===== src/rtl/draw_sched_pkg.sv =====
// Shared types and constants for the draw-source scheduler and frame manager.
package draw_sched_pkg;

    localparam int unsigned SOURCE_SEL_ADDRW = 2;

    typedef enum logic [2:0] {
        StIdle,
        StWaitBuf,
        StScan,
        StGrant,
        StDone
    } sched_state_e;

endpackage


===== src/rtl/draw_sched_watchdog.sv =====
// Grant watchdog: counts enabled cycles and flags the last allowed cycle of a grant.
module draw_sched_watchdog #(
    parameter int unsigned TIMEOUT_CYCLES = 500000
) (
    input  logic clk,
    input  logic resetN,
    input  logic clr_i,
    input  logic en_i,
    output logic expire_o
);

    localparam int unsigned CntW = (TIMEOUT_CYCLES > 2) ? $clog2(TIMEOUT_CYCLES) : 1;
    localparam logic [CntW-1:0] LastCnt = CntW'(TIMEOUT_CYCLES - 1);

    logic [CntW-1:0] cnt_q, cnt_d;

    assign expire_o = en_i && (cnt_q == LastCnt);

    always_comb begin
        cnt_d = cnt_q;
        if (clr_i) begin
            cnt_d = '0;
        end else if (en_i && !expire_o) begin
            cnt_d = cnt_q + 1'b1;
        end
    end

    always_ff @(posedge clk or negedge resetN) begin
        if (!resetN) begin
            cnt_q <= '0;
        end else begin
            cnt_q <= cnt_d;
        end
    end

endmodule


===== src/rtl/draw_source_scheduler.sv =====
// Per-frame sequencer granting the shared frame-buffer write port to draw sources
// in painter's order, with a per-grant watchdog and sticky status.
module draw_source_scheduler #(
    parameter int unsigned NUM_SOURCES      = 3,
    parameter int unsigned SOURCE_SEL_ADDRW = draw_sched_pkg::SOURCE_SEL_ADDRW,
    parameter int unsigned TIMEOUT_CYCLES   = 500000
) (
    input  logic                        clk,
    input  logic                        resetN,
    input  logic                        frame,
    input  logic                        buf_ready,
    input  logic [NUM_SOURCES-1:0]      src_req,
    input  logic [NUM_SOURCES-1:0]      src_done,
    input  logic                        clr_status,
    output logic [NUM_SOURCES-1:0]      src_grant,
    output logic [SOURCE_SEL_ADDRW-1:0] write_source_sel,
    output logic                        busy,
    output logic                        frame_done,
    output logic [7:0]                  overrun_cnt,
    output logic [NUM_SOURCES-1:0]      timeout_flags
);

    import draw_sched_pkg::*;

    localparam logic [SOURCE_SEL_ADDRW-1:0] LastIdx = SOURCE_SEL_ADDRW'(NUM_SOURCES - 1);

    sched_state_e                state_q, state_d;
    logic [SOURCE_SEL_ADDRW-1:0] idx_q, idx_d;
    logic [NUM_SOURCES-1:0]      grant_q, grant_d;
    logic [SOURCE_SEL_ADDRW-1:0] sel_q, sel_d;
    logic                        busy_q, busy_d;
    logic                        frame_done_q, frame_done_d;
    logic [7:0]                  overrun_q, overrun_d;
    logic [NUM_SOURCES-1:0]      flags_q, flags_d;
    logic                        in_grant, wd_expire;

    assign in_grant = (state_q == StGrant);

    // Held clear outside GRANT so every new grant starts from zero.
    draw_sched_watchdog #(
        .TIMEOUT_CYCLES(TIMEOUT_CYCLES)
    ) u_watchdog (
        .clk     (clk),
        .resetN  (resetN),
        .clr_i   (!in_grant),
        .en_i    (in_grant),
        .expire_o(wd_expire)
    );

    always_comb begin
        state_d   = state_q;
        idx_d     = idx_q;
        overrun_d = overrun_q;
        flags_d   = flags_q;
        grant_d   = '0;
        sel_d     = '0;

        if (clr_status) begin
            overrun_d = '0;
            flags_d   = '0;
        end

        unique case (state_q)
            StIdle: begin
                idx_d = '0;
                if (frame) state_d = buf_ready ? StScan : StWaitBuf;
            end
            StWaitBuf: begin
                if (buf_ready) state_d = StScan;
            end
            StScan: begin
                if (src_req[idx_q]) begin
                    state_d = StGrant;
                end else if (idx_q == LastIdx) begin
                    state_d = StDone;
                end else begin
                    idx_d = idx_q + 1'b1;
                end
            end
            StGrant: begin
                if (src_done[idx_q] || wd_expire) begin
                    // A done arriving with expiry is a clean finish.
                    if (!src_done[idx_q]) flags_d[idx_q] = 1'b1;
                    if (idx_q == LastIdx) begin
                        state_d = StDone;
                    end else begin
                        idx_d   = idx_q + 1'b1;
                        state_d = StScan;
                    end
                end
            end
            StDone: begin
                state_d = StIdle;
            end
            default: begin
                state_d = StIdle;
            end
        endcase

        if (frame && (state_q != StIdle) && (overrun_d != 8'hFF)) begin
            overrun_d = overrun_d + 8'd1;
        end

        // Outputs are registered from the next state.
        if (state_d == StGrant) begin
            grant_d[idx_d] = 1'b1;
            sel_d          = idx_d;
        end
        busy_d       = (state_d != StIdle);
        frame_done_d = (state_d == StDone);
    end

    always_ff @(posedge clk or negedge resetN) begin
        if (!resetN) begin
            state_q      <= StIdle;
            idx_q        <= '0;
            grant_q      <= '0;
            sel_q        <= '0;
            busy_q       <= 1'b0;
            frame_done_q <= 1'b0;
            overrun_q    <= '0;
            flags_q      <= '0;
        end else begin
            state_q      <= state_d;
            idx_q        <= idx_d;
            grant_q      <= grant_d;
            sel_q        <= sel_d;
            busy_q       <= busy_d;
            frame_done_q <= frame_done_d;
            overrun_q    <= overrun_d;
            flags_q      <= flags_d;
        end
    end

    assign src_grant        = grant_q;
    assign write_source_sel = sel_q;
    assign busy             = busy_q;
    assign frame_done       = frame_done_q;
    assign overrun_cnt      = overrun_q;
    assign timeout_flags    = flags_q;

endmodule


===== config.mk =====
export PLATFORM = sky130hd
export DESIGN_NAME = draw_source_scheduler
export DESIGN_NICKNAME = d
export VERILOG_FILES = /design/src/rtl/draw_sched_pkg.sv /design/src/rtl/draw_sched_watchdog.sv /design/src/rtl/draw_source_scheduler.sv
export SDC_FILE = /design/constraint.sdc
export NUM_CORES = 1
export LEC_CHECK = 0
export CAP_MARGIN = 5
export CORE_UTILIZATION = 45
export DETAILED_ROUTE_END_ITERATION = 12
export PLACE_DENSITY = 0.7
export SLEW_MARGIN = 20
export SYNTH_ARGS = -nofsm -noshare
export SYNTH_HDL_FRONTEND = slang
export SYNTH_SLANG_ARGS = --single-unit

===== constraint.sdc =====
create_clock -name clk -period 2.9 [get_ports clk]
set_input_delay 0.58 -clock clk [delete_from_list [all_inputs] [get_ports clk]]
set_output_delay 0.58 -clock clk [all_outputs]
set_load 0.03 [all_outputs]

Yosys cells after proc, flatten, opt, wreduce, memory -nomap -nowiden
Index checks and enable logic that the tools add are counted.
- reductions and logical operators: 11
- order comparisons: 4
- div/mod/pow operators: 0
- muxes and demuxes: 30
- equality and inequality tests: 9
- bitwise logic cells: 1
- shifts and indexed selects: 0
- add/sub/neg operators: 3
- multipliers: 0
- operators with widths (operator ; count):
    19-bit two-way mux ; 2
    3-bit two-way mux ; 11
    19-bit by 1-bit adder with 19-bit output (second input constant) ; 1
    19-bit equality test (second input constant) ; 1
    8-bit two-way mux ; 2
    3-bit one-hot mux with 4 select lines ; 1
    2-bit two-way mux ; 5
    3-bit by 2-bit equality test with 1-bit output (second input constant) ; 3
    8-bit by 1-bit adder with 8-bit output (second input constant) ; 1
    8-bit != test (second input constant) ; 1
    1-bit logical AND ; 6
    2-bit by 3-bit < comparator with 1-bit output (second input constant) ; 2
    2-bit one-hot mux with 3 select lines ; 1
    3-bit nonzero test ; 2
    1-bit binary-select mux with 2-bit select ; 2
    1-bit demux with 2-bit select ; 2
    2-bit by 1-bit greater-or-equal comparator with 1-bit output (second input constant) ; 2
    1-bit two-way mux ; 4
    3-bit by 1-bit equality test with 1-bit output (second input constant) ; 1
    3-bit equality test (second input constant) ; 1
    3-bit logical NOT ; 1
    3-bit OR ; 1
    2-bit by 1-bit adder with 2-bit output (second input constant) ; 1
    2-bit equality test (second input constant) ; 1
    3 further kinds ; 3
- ROM bits: 0
- bits in latches: 0
- input port bits: 11
- RAM bits: 0
- memories kept: 0
- output and inout port bits: 18
- logic and storage cells: 67
- register bits: 42

Logic depth before layout (Yosys ltp)
- word-level depth: 10
- mapped depth: 8
- gate-level depth less buffers: 7

Hierarchy
Synthesis repeated with hierarchy kept, for this count alone.
- cell total of the unflattened synthesis: 253
- area total of the unflattened synthesis: 2392.3 um^2
- modules (own cells, without submodules) (module ; sequential area each (um^2) ; cells each ; instances ; area each (um^2)):
    draw_source_scheduler ; 575.6 ; 129 ; 1 ; 1258.7
    draw_sched_watchdog ; 475.5 ; 124 ; 1 ; 1133.6

Worst setup path after synthesis
No wires, ideal clock.
- path kind: flip-flop to flip-flop
- start point: register u_watchdog.cnt_q[9]
- end point: register idx_q[0]
- stages on the path, launching flop included: 7
- period minus slack after synthesis: 2.403 ns
- buffers on the path: 1
- slack: 0.497 ns
- arrival: 2.277 ns
- library setup time: 0.126 ns
- data required time: 2.774 ns
- cells stage by stage: dfrtp_1 -> or4_1 -> or4_4 -> or2_0 -> buf_6 -> a22o_1 -> a221o_1
- word-level cells in the longest chain between the ends: 5
- ends and longest elaborated chain (what ; line ; RTL):
    from (decl) ; draw_sched_watchdog.sv:15 ; logic [CntW-1:0] cnt_q, cnt_d;
    from (signal assigned) ; draw_sched_watchdog.sv:32 ; cnt_q <= cnt_d;
    19-bit equality test ; draw_sched_watchdog.sv:17 ; assign expire_o = en_i && (cnt_q == LastCnt);
    1-bit logical AND ; draw_sched_watchdog.sv:17 ;
    1-bit logical OR ; draw_source_scheduler.sv:81 ; if (src_done[idx_q] || wd_expire) begin
    2-bit two-way mux ; draw_source_scheduler.sv:81 ;
    2-bit one-hot mux with 3 select lines ; draw_source_scheduler.sv:63 ; unique case (state_q)
    via idx_d[0] ; draw_source_scheduler.sv:28 ; logic [SOURCE_SEL_ADDRW-1:0] idx_q, idx_d;
    to (signal assigned) ; draw_source_scheduler.sv:125 ; idx_q <= idx_d;
    to (decl) ; draw_source_scheduler.sv:28 ;
The timed path passes the listed nets, and every way through them passes these cells.
A chain may end at the register's enable or synchronous reset.

Worst setup path in the final report
Same ends and word-level chain as after synthesis.

==> results.toml <==
[status]
status = "finished, final reports clean"

[grt]
grt_usage = 0.1834
grt_overflow = 0
grt_antenna_before_repair = 0
grt_pass1_vias = 1515
grt_pass1_wl_um = 7044
grt_max_degree = 43

[synth]
syn_nets = 229
yosys_warnings = 0
syn_area_per_cell_um2 = 9.933
synth.distinct_cells = 41
ys_seq_area_frac = 0.4991
synth_edf_count = 0
syn_inst = 212
async_reset_ff_frac = 1.000
synth_seq_cells = 42
ys.flop_type = "dfrtp_1"
synth_area_mm2 = 0.002106

[detailed_routing]
wl_per_cell_um = 13.88
vias = 1626
vias_per_cell = 5.512
drt-total-wl_um = 4094
drc_errors = 0
drt_pre_antenna_iters = 4
detail-route-antenna-nets = 0
detail_route.iter0.violations = 87

[critical_path]
worst_ep_arrival_time_ns = 2.80
cp.required_ns = 3.08
worstSetupEndpointType = "flip-flop"
cp_max_fo = 8
criticalPathCategory = "flip-flop to flip-flop"
reg2reg_slack_ns = 0.28
crit_path_start_kind = "flip-flop"

[layout]
areaGrowthSynthToFinish_pct = 19.07
final_cell_mix = "dfrtp_1, clkdlybuf4s50_1, nor2_1"
diodes = 0
final_area_mm2 = 0.002507
final_common_cell = "dfrtp_1"
fin_nets = 260
drive_above_1_share = 0.06173
fin_util = 0.5680

[run]
drv_cap = 0

[timing]
setup_viol = 0
fmax_mhz = 381.5
final.setup.tns_ns = 0
tightest_slew_ns = 0.9217
grt_setup_unrepaired = "false"
slew_violations = 0
slew_headroom = 0.3856
final-hold-violation-count = 0
finClkSkew_ns = 0.006003
timing.hold.ws_ns = 0.4127
fin_crit_ns = 2.621
period_share = 0.9038

[die]
io_pins = 29
die_h_um = 70.41
row_count = 24
die_x_um = 70.41
coreArea_mm2 = 0.004414
initial_core_util = 0.4770
dieArea_mm2 = 0.004957

[hold_path]
worstHoldPathType = "input pin to asynchronous set/reset pin"

[clock_network]
numClockSinks = 42
cts_buffers = 5
cts.repair.resized = 0
cts.reportedPaths.clkPinSlew_ns = 0.08
h-tree-depth = 2
cts_tree = "done"
cts_root_buf = "clkbuf_8"
worst_skew_pair.late_latency_ns = 0.30
postCtsSetupRepairBufs = 0
cts_hold_buf = 0
clockBufferDepth = 2

[placed_design]
gp_congestion = 0.8194
detailed_place.area_mm2 = 0.002431
place_hpwl_um = 2835
port_buffers = 28

[power_and_ir_drop]
intPower_mw = 1.117
power_mw = 1.780
switching_share = 0.3727
p_comb_frac = 0.373
p_leak_nw = 1.061
switching_power_mw = 0.6635
ir_drop_mv = 0.3343
p_clk_frac = 0.199
power_frac_seq = 0.428
power_density_mw_per_mm2 = 709.9
-- flip-flops by register name (all words and copies together), names as in the netlist --
register,count
u_watchdog.cnt_q,19
overrun_cnt,8
src_grant,3
state_q,3
timeout_flags,3
idx_q,2
write_source_sel,2
busy,1
frame_done,1
-- per-stage QoR --
step / setup WS [ns] / cells
2_1_floorplan: 0.4967 / 212
3_3_place_gp: 0.3330 / 288
3_5_place_dp: 0.3025 / 288
4_1_cts: 0.2861 / 295
5_1_grt: 0.1636 / 295
6_report: 0.2790 / 295
-- power by group through the flow --
stage,Combinational (mW),Clock (mW),Sequential (mW)
final,0.665,0.354,0.762
after detailed placement,0.666,0,0.773
after global routing,0.724,0.386,0.775
after global placement,0.658,0,0.771
after floorplan,0.380,0,0.827
after CTS,0.670,0.368,0.761
-- worst paths after layout --
path                                          start                   end  depth (start not counted)
min in group clk                   timeout_flags[0]      timeout_flags[0]                          2
worst max register to register  u_watchdog.cnt_q[9]              idx_q[0]                          5
max in group asynchronous                    resetN        overrun_cnt[1]                          1
worst max-delay path            u_watchdog.cnt_q[9]              idx_q[0]                          5
worst min-delay path                         resetN  u_watchdog.cnt_q[16]                          1
worst min register to register     timeout_flags[0]      timeout_flags[0]                          2
-- metal layers --
metal | up-vias | GRT usage | share of wire
li1 | 802 | - | -
met1 | 783 | 0.2491 | 0.48
met2 | 36 | 0.2815 | 0.47
met3 | 5 | 0.03175 | 0.031
met4 | 0 | 0.09333 | 0.015
met5 | - | 0 | 0
-- layout make-up --
| cell class | count | area, um^2 |
|---|---|---|
| fill | 430 | 1907 |
| sequential | 42 | 1051 |
| multi-input combinational | 154 | 987.2 |
| timing repair buffer | 30 | 290.3 |
| clock buffer | 7 | 76.32 |
| tap | 52 | 65.06 |
| inverter | 10 | 37.54 |
-- cells by family after synthesis --
logic type               Yosys count  synth area share
XOR/XNOR                          18           0.07487
flip-flops                        42            0.4991
AND/OR/NAND/NOR                   91            0.2311
buffers and inverters             16           0.03209
adder cells (fa/ha/maj)            6           0.03565
multiplexers                       4           0.02020
AO/OA/AOI/OAI                     35            0.1070
-- cells in the mapped netlist (2+ instances only) --
cell | count | area (um^2)
dfrtp_1 | 42 | 1051
nor2_1 | 22 | 82.58
nand2_1 | 14 | 52.55
o21ai_0 | 12 | 60.06
nand3_1 | 11 | 55.05
inv_1 | 10 | 37.54
xor2_1 | 10 | 87.58
a21oi_1 | 8 | 40.04
xnor2_1 | 8 | 70.07
nor2b_1 | 7 | 43.79
ha_1 | 6 | 75.07
nand4_1 | 6 | 37.54
and3_1 | 5 | 31.28
clkbuf_1 | 5 | 18.77
nor3_1 | 5 | 25.02
and2_1 | 4 | 25.02
a31oi_1 | 3 | 18.77
or3_1 | 3 | 18.77
and3_2 | 2 | 15.01
and3b_1 | 2 | 17.52
and4_1 | 2 | 17.52
mux2_2 | 2 | 22.52
mux2i_1 | 2 | 20.02
nand3b_1 | 2 | 15.01
o21a_1 | 2 | 15.01
o41ai_1 | 2 | 17.52
-- critical path, cell delays in order, from the launching register on --
cell and delay (ns):
dfrtp_1 0.44, or4_1 0.54, or4_4 0.51, or2_0 0.39, a22o_1 0.28, a221o_1 0.35
(Power assumes the default switching activity.)
